--- src/rtl/vram_arb_pkg.sv ---
// vram_arbiter shared definitions: owner encoding,
// default geometry and a counter-width helper.
package vram_arb_pkg;

  localparam logic [1:0] OWN_IDLE  = 2'd0;
  localparam logic [1:0] OWN_VIDEO = 2'd1;
  localparam logic [1:0] OWN_HOST  = 2'd2;

  localparam int VRAM_AW = 15;
  localparam int VRAM_DW = 8;

  // Bits needed to hold values 0..limit.
  function automatic int cnt_w(input int limit);
    int w;
    w = 1;
    while ((1 << w) <= limit) w++;
    return w;
  endfunction

endpackage

--- src/rtl/vram_arbiter_sat_counter.sv ---
// sat_counter: synchronous up-counter that sticks at all-ones.
// Ports: clk, rst (sync, high), clr, inc, cnt[W-1:0].
module sat_counter
  import vram_arb_pkg::*;
#(
  parameter int W = 16
) (
  input  logic         clk,
  input  logic         rst,
  input  logic         clr,
  input  logic         inc,
  output logic [W-1:0] cnt
);

  logic at_max;

  assign at_max = &cnt;

  always_ff @(posedge clk) begin
    if (rst || clr) begin
      cnt <= '0;
    end else if (inc && !at_max) begin
      cnt <= cnt + 1'b1;
    end
  end

endmodule

--- src/rtl/vram_arbiter.sv ---
// vram_arbiter: shares a 1-cycle-latency single-port VRAM between
// scanout (strict priority) and a host read/write port.
// Ports: clk, rst (sync, high); vid_req/addr -> vid_data/valid/miss;
// host_valid/we/addr/wdata -> host_ready/rdata/rvalid;
// mem_en/we/addr/wdata, mem_rdata to the RAM; stall_cnt statistics.
// Option: VRAM_ARB_STARVE_GUARD_EN forces a host slot after
// STARVE_LIMIT consecutive denied cycles (video gets vid_miss).
module vram_arbiter
  import vram_arb_pkg::*;
#(
  parameter int AW           = VRAM_AW,
  parameter int DW           = VRAM_DW,
  parameter int STALL_W      = 16,
  parameter int STARVE_LIMIT = 64
) (
  input  logic               clk,
  input  logic               rst,
  input  logic               vid_req,
  input  logic [AW-1:0]      vid_addr,
  output logic [DW-1:0]      vid_data,
  output logic               vid_valid,
  output logic               vid_miss,
  input  logic               host_valid,
  input  logic               host_we,
  input  logic [AW-1:0]      host_addr,
  input  logic [DW-1:0]      host_wdata,
  output logic               host_ready,
  output logic [DW-1:0]      host_rdata,
  output logic               host_rvalid,
  output logic               mem_en,
  output logic               mem_we,
  output logic [AW-1:0]      mem_addr,
  output logic [DW-1:0]      mem_wdata,
  input  logic [DW-1:0]      mem_rdata,
  output logic [STALL_W-1:0] stall_cnt
);

  if (STARVE_LIMIT < 1) begin : g_bad_limit
    $error("vram_arbiter: STARVE_LIMIT must be >= 1");
  end

  logic [1:0]    owner;
  logic          force_host;
  logic          vid_tag;
  logic          host_tag;
  logic [DW-1:0] vid_hold;
  logic [DW-1:0] host_hold;

  // Owner select; a starved host pre-empts video for one cycle.
  always_comb begin
    owner = OWN_IDLE;
    if (rst) begin
      owner = OWN_IDLE;
    end else if (force_host) begin
      owner = OWN_HOST;
    end else if (vid_req) begin
      owner = OWN_VIDEO;
    end else if (host_valid) begin
      owner = OWN_HOST;
    end
  end

  always_comb begin
    mem_en    = 1'b0;
    mem_we    = 1'b0;
    mem_addr  = '0;
    mem_wdata = '0;
    unique case (1'b1)
      owner == OWN_VIDEO: begin
        mem_en   = 1'b1;
        mem_addr = vid_addr;
      end
      owner == OWN_HOST: begin
        mem_en    = 1'b1;
        mem_we    = host_we;
        mem_addr  = host_addr;
        mem_wdata = host_wdata;
      end
      default: ;
    endcase
  end

  assign host_ready = host_valid & (owner == OWN_HOST);

  // Return-path tags: who owns the read data arriving next cycle.
  always_ff @(posedge clk) begin
    if (rst) begin
      vid_tag  <= 1'b0;
      host_tag <= 1'b0;
    end else begin
      vid_tag  <= (owner == OWN_VIDEO);
      host_tag <= (owner == OWN_HOST) & ~host_we;
    end
  end

  // Masking with rst drops a read that was in flight at reset.
  assign vid_valid   = vid_tag & ~rst;
  assign host_rvalid = host_tag & ~rst;

  always_ff @(posedge clk) begin
    if (rst) begin
      vid_hold  <= '0;
      host_hold <= '0;
    end else begin
      if (vid_valid) vid_hold <= mem_rdata;
      if (host_rvalid) host_hold <= mem_rdata;
    end
  end

  assign vid_data   = vid_valid ? mem_rdata : vid_hold;
  assign host_rdata = host_rvalid ? mem_rdata : host_hold;

  sat_counter #(
    .W(STALL_W)
  ) u_stall (
    .clk(clk),
    .rst(rst),
    .clr(1'b0),
    .inc(host_valid & ~host_ready),
    .cnt(stall_cnt)
  );

`ifdef VRAM_ARB_STARVE_GUARD_EN
  localparam int SV_W = cnt_w(STARVE_LIMIT);

  logic [SV_W-1:0] starve_cnt;
  logic            miss_tag;

  sat_counter #(
    .W(SV_W)
  ) u_starve (
    .clk(clk),
    .rst(rst),
    .clr(host_ready),
    .inc(host_valid & ~host_ready),
    .cnt(starve_cnt)
  );

  assign force_host =
    host_valid & (starve_cnt >= SV_W'(STARVE_LIMIT));

  always_ff @(posedge clk) begin
    if (rst) begin
      miss_tag <= 1'b0;
    end else begin
      miss_tag <= force_host & vid_req;
    end
  end

  assign vid_miss = miss_tag & ~rst;
`else
  assign force_host = 1'b0;
  assign vid_miss   = 1'b0;
`endif

endmodule
--- config.mk ---
export PLATFORM = sky130hd
export DESIGN_NAME = vram_arbiter
export DESIGN_NICKNAME = d
export VERILOG_FILES = /design/src/rtl/vram_arb_pkg.sv /design/src/rtl/vram_arbiter_sat_counter.sv /design/src/rtl/vram_arbiter.sv
export SDC_FILE = /design/constraint.sdc
export NUM_CORES = 1
export LEC_CHECK = 0
export BUFFER_PORTS_ARGS = -buffer_cell sky130_fd_sc_hd__buf_2
export CORE_MARGIN = 10
export CORE_UTILIZATION = 46
export DETAILED_ROUTE_END_ITERATION = 16
export GPL_ROUTABILITY_DRIVEN = 0
export PLACE_DENSITY_LB_ADDON = 0.12
export RECOVER_POWER = 100
export SLEW_MARGIN = 10
export SYNTH_ARGS = -nofsm -noshare
export SYNTH_HDL_FRONTEND = slang
export SYNTH_SLANG_ARGS = --single-unit
export TNS_END_PERCENT = 100
--- constraint.sdc ---
create_clock -name clk -period 6.85 [get_ports clk]
set_input_delay 2.055 -clock clk [delete_from_list [all_inputs] [get_ports clk]]
set_output_delay 2.055 -clock clk [all_outputs]
set_load 0.02 [all_outputs]
==> flow_metrics.tcl <==
set metrics [dict create \
    synth_warnings 0 \
    path_clk_slew_ns 0.07 \
    cp_slowest_cell "nor2b_1" \
    placementRows 22 \
    rsz0062_at_grt "no" \
    cap_viol_max_count 1 \
    diodes 0 \
    r2r-end "u_stall.cnt[1]" \
    cp_num_buf_inv 2 \
    grt_pass1_vias 1781 \
    grt_pass1_wl_mm 8.424 \
    hold_viol 0 \
    p_leak_nw 0.9631 \
    switching_share_pct 24.14 \
    syn-cell-area_sq_um 1764 \
    viasPerCell 5.104 \
    min_period_over_period_pct 83.89 \
    ff_latch_area_sq_um 680.7 \
    seq_area_frac_synth_pct 38.58 \
    critPathArrivalTime_ns 3.69 \
    place_hpwl_mm 4.344 \
    cp_top_family "simple AND/OR/NAND/NOR gates" \
    worst_pin_slew_ns 1.881 \
    layout-drive-gt1-share_pct 27.27 \
    hold_buffers 0 \
    drtIter0Drc 58 \
    critPathKind "input pin to output port" \
    grt_use_total_pct 15.48 \
    clock-root-buffer "clkbuf_8" \
    slowest_delay_ns 0.71 \
    dp.cells 337 \
    synth-seq-cells 34 \
    yosys_most_used_dff "dfxtp_1" \
    cts_buffer_depth 2 \
    antenna_left 0 \
    max_freq_mhz 174.0 \
    setup_tns_ns 0 \
    finClkSkew_ns 0.005131 \
    seqPwrFrac_pct 41.2 \
    slew_viol_final 23 \
    numCtsBuffers 5 \
    p_switching_mw 0.1188 \
    cts_setup_buffers 0 \
    fillCellCount 366 \
    status "finished with violations" \
    start_util_pct 47.83 \
    multi_input_area_sq_um 1008 \
    whs_ns 0.5187 \
    synth.largest_area_cell "dfxtp_1" \
    syn_avg_cell_area_sq_um 9.189 \
    clockPowerShare_pct 45.4 \
    min_path_cells 2 \
    cp_max_fo 41 \
    clk_latency_ns 0.29 \
    min-delay-start "u_stall.cnt[15]" \
    die_w_um 81.93 \
    drcViolationCount 0 \
    postCtsResizedCells 0 \
    cts_tree "done" \
    maxSlewHeadroom_pct -26.73 \
    grt_max_degree 42 \
    drt-total-wl_mm 5.512 \
    die_area_sq_um 6713 \
    power_density_nw_per_um2 205.3 \
    yosysTopAreaCellShare_pct 38.58 \
    synth-edff-count 0 \
    synth.area.top_cells "dfxtp_1, mux2_2, a22o_1, nor2b_1, o31ai_1" \
    post-synth-top-count-cell "dfxtp_1" \
    synth_async_sr_flop_share_pct 0 \
    endpoint_kind "output port" \
    layout.cells.non_filler 345 \
    setup_violations 0 \
    r2r_cells 6 \
    synth.distinct_cells 36 \
    io_pins 112 \
    areaGrowthSynthToFinish_pct 35.89 \
    vdd.ir_drop.worst_mv 0.1207 \
    overflow 0 \
    worstPathCellList "buf_2, nor2b_1, mux2_2, clkbuf_1" \
    drtPass1Iterations 4 \
    internal_power_mw 0.3734 \
    antenna_found_initial 0 \
    r2r_slack_ns 4.79 \
    nets 348 \
    syn_inst 192 \
    crit_required_ns 4.80 \
    htree_levels 2 \
    r2r-start "u_stall.cnt[0]" \
    syn-num-nets 244 \
    min_to "u_stall.cnt[15]" \
    coreArea_sq_um 3689 \
    die_y_um 81.93 \
    vias 1761 \
    wl_per_cell_um 15.98 \
    synth_commonest_cells "dfxtp_1, nor2b_1, mux2_2, a22o_1, a21oi_1" \
    violations "capacitance limit, slew limit" \
    min_path_type "flip-flop to flip-flop" \
    cts_sinks 34 \
    port_buffers 110 \
    cp-start-kind "input pin" \
    combPwrFrac_pct 13.5 \
    period_minus_slack_ns 5.747 \
]
==> layout by cell type, fill, tap and decap left out, types with 2 or more instances in the layout <==
| cell type | count |
|---|---|
| a21oi_1 | 13 |
| a22o_1 | 15 |
| and2_0 | 4 |
| and2_1 | 5 |
| buf_2 | 54 |
| buf_4 | 2 |
| bufinv_16 | 2 |
| clkbuf_1 | 56 |
| clkbuf_8 | 5 |
| dfxtp_1 | 34 |
| inv_1 | 4 |
| mux2_1 | 7 |
| mux2_2 | 11 |
| nand2_1 | 6 |
| nand2b_1 | 2 |
| nand3_1 | 4 |
| nand4_1 | 4 |
| nor2_1 | 4 |
| nor2b_1 | 21 |
| nor3_1 | 2 |
| o21ai_0 | 5 |
| o31ai_1 | 9 |
| or3_1 | 4 |
| or4_1 | 9 |
==> per-layer routing <==
| layer | GRT usage, % | part of all wire [%] | up-vias |
|---|---|---|---|
| met5 | 0 | 0 | - |
| li1 | - | - | 909 |
| met4 | 5.272 | 1.6 | 0 |
| met3 | 7.533 | 8.8 | 9 |
| met1 | 17.20 | 40 | 776 |
| met2 | 25.31 | 49 | 67 |
==> cell families after synthesis <==
kind of cell | share of synthesized area (%)
AOI/OAI and AO/OA | 17.45
DFF | 38.58
other | 0.2126
muxes | 12.06
buffers and inverters | 4.538
adders and majority gates | 0.7091
and+or+nand+nor | 26.45
==> registers in the layout, indices dropped and copies added (netlist names) <==
register / count
u_stall.cnt: 16
vid_tag: 1
host_tag: 1
vid_hold: 8
host_hold: 8
==> through the flow <==
step	setup WS [ns]	util, %	area, sq um	total power, mW
after CTS	0.9356	66.93	2469	0.5008
after floorplan	1.548	-	1764	0.2479
after detailed placement	0.9361	63.20	2331	0.2775
after global placement	0.9367	63.20	2331	0.2768
after global routing	0.9413	64.99	2397	0.5127
final	1.103	64.99	2397	0.4922
==> area by class of cell <==
type / instances / share of cell area (%)
inverter: 4 / 0.6263
multi-input combinational: 139 / 42.07
clock inverter: 3 / 2.871
clock buffer: 5 / 2.871
tap: 48 / 2.505
sequential: 34 / 28.39
timing repair buffer: 112 / 20.67
==> power groups by stage <==
| stage | Combinational (mW) | Sequential [mW] | Clock (mW) |
|---|---|---|---|
| finish | 0.0662 | 0.203 | 0.223 |
| global route | 0.0726 | 0.203 | 0.237 |
| CTS | 0.0705 | 0.203 | 0.228 |
| detailed placement | 0.0703 | 0.207 | 0 |
| global placement | 0.0697 | 0.207 | 0 |
| floorplan | 0.0401 | 0.208 | 0 |
==> how the worst max path moves through the flow <==
stage | endpoint | slack (ns) | cells after the start | start
2_1_floorplan | mem_wdata[0] | 1.55 | 4 | rst
3_3_place_gp | mem_addr[6] | 0.94 | 4 | rst
3_5_place_dp | mem_addr[0] | 0.94 | 4 | rst
4_1_cts | mem_addr[6] | 0.94 | 4 | rst
5_1_grt | mem_addr[1] | 0.94 | 4 | rst
6_report | vid_data[7] | 1.10 | 4 | rst
==> worst min-delay path, cell delays in order, from the launching register on <==
cell and delay, ns:
dfxtp_1 0.34, nand2b_1 0.07, mux2i_1 0.06
(Power assumes the default switching activity.)
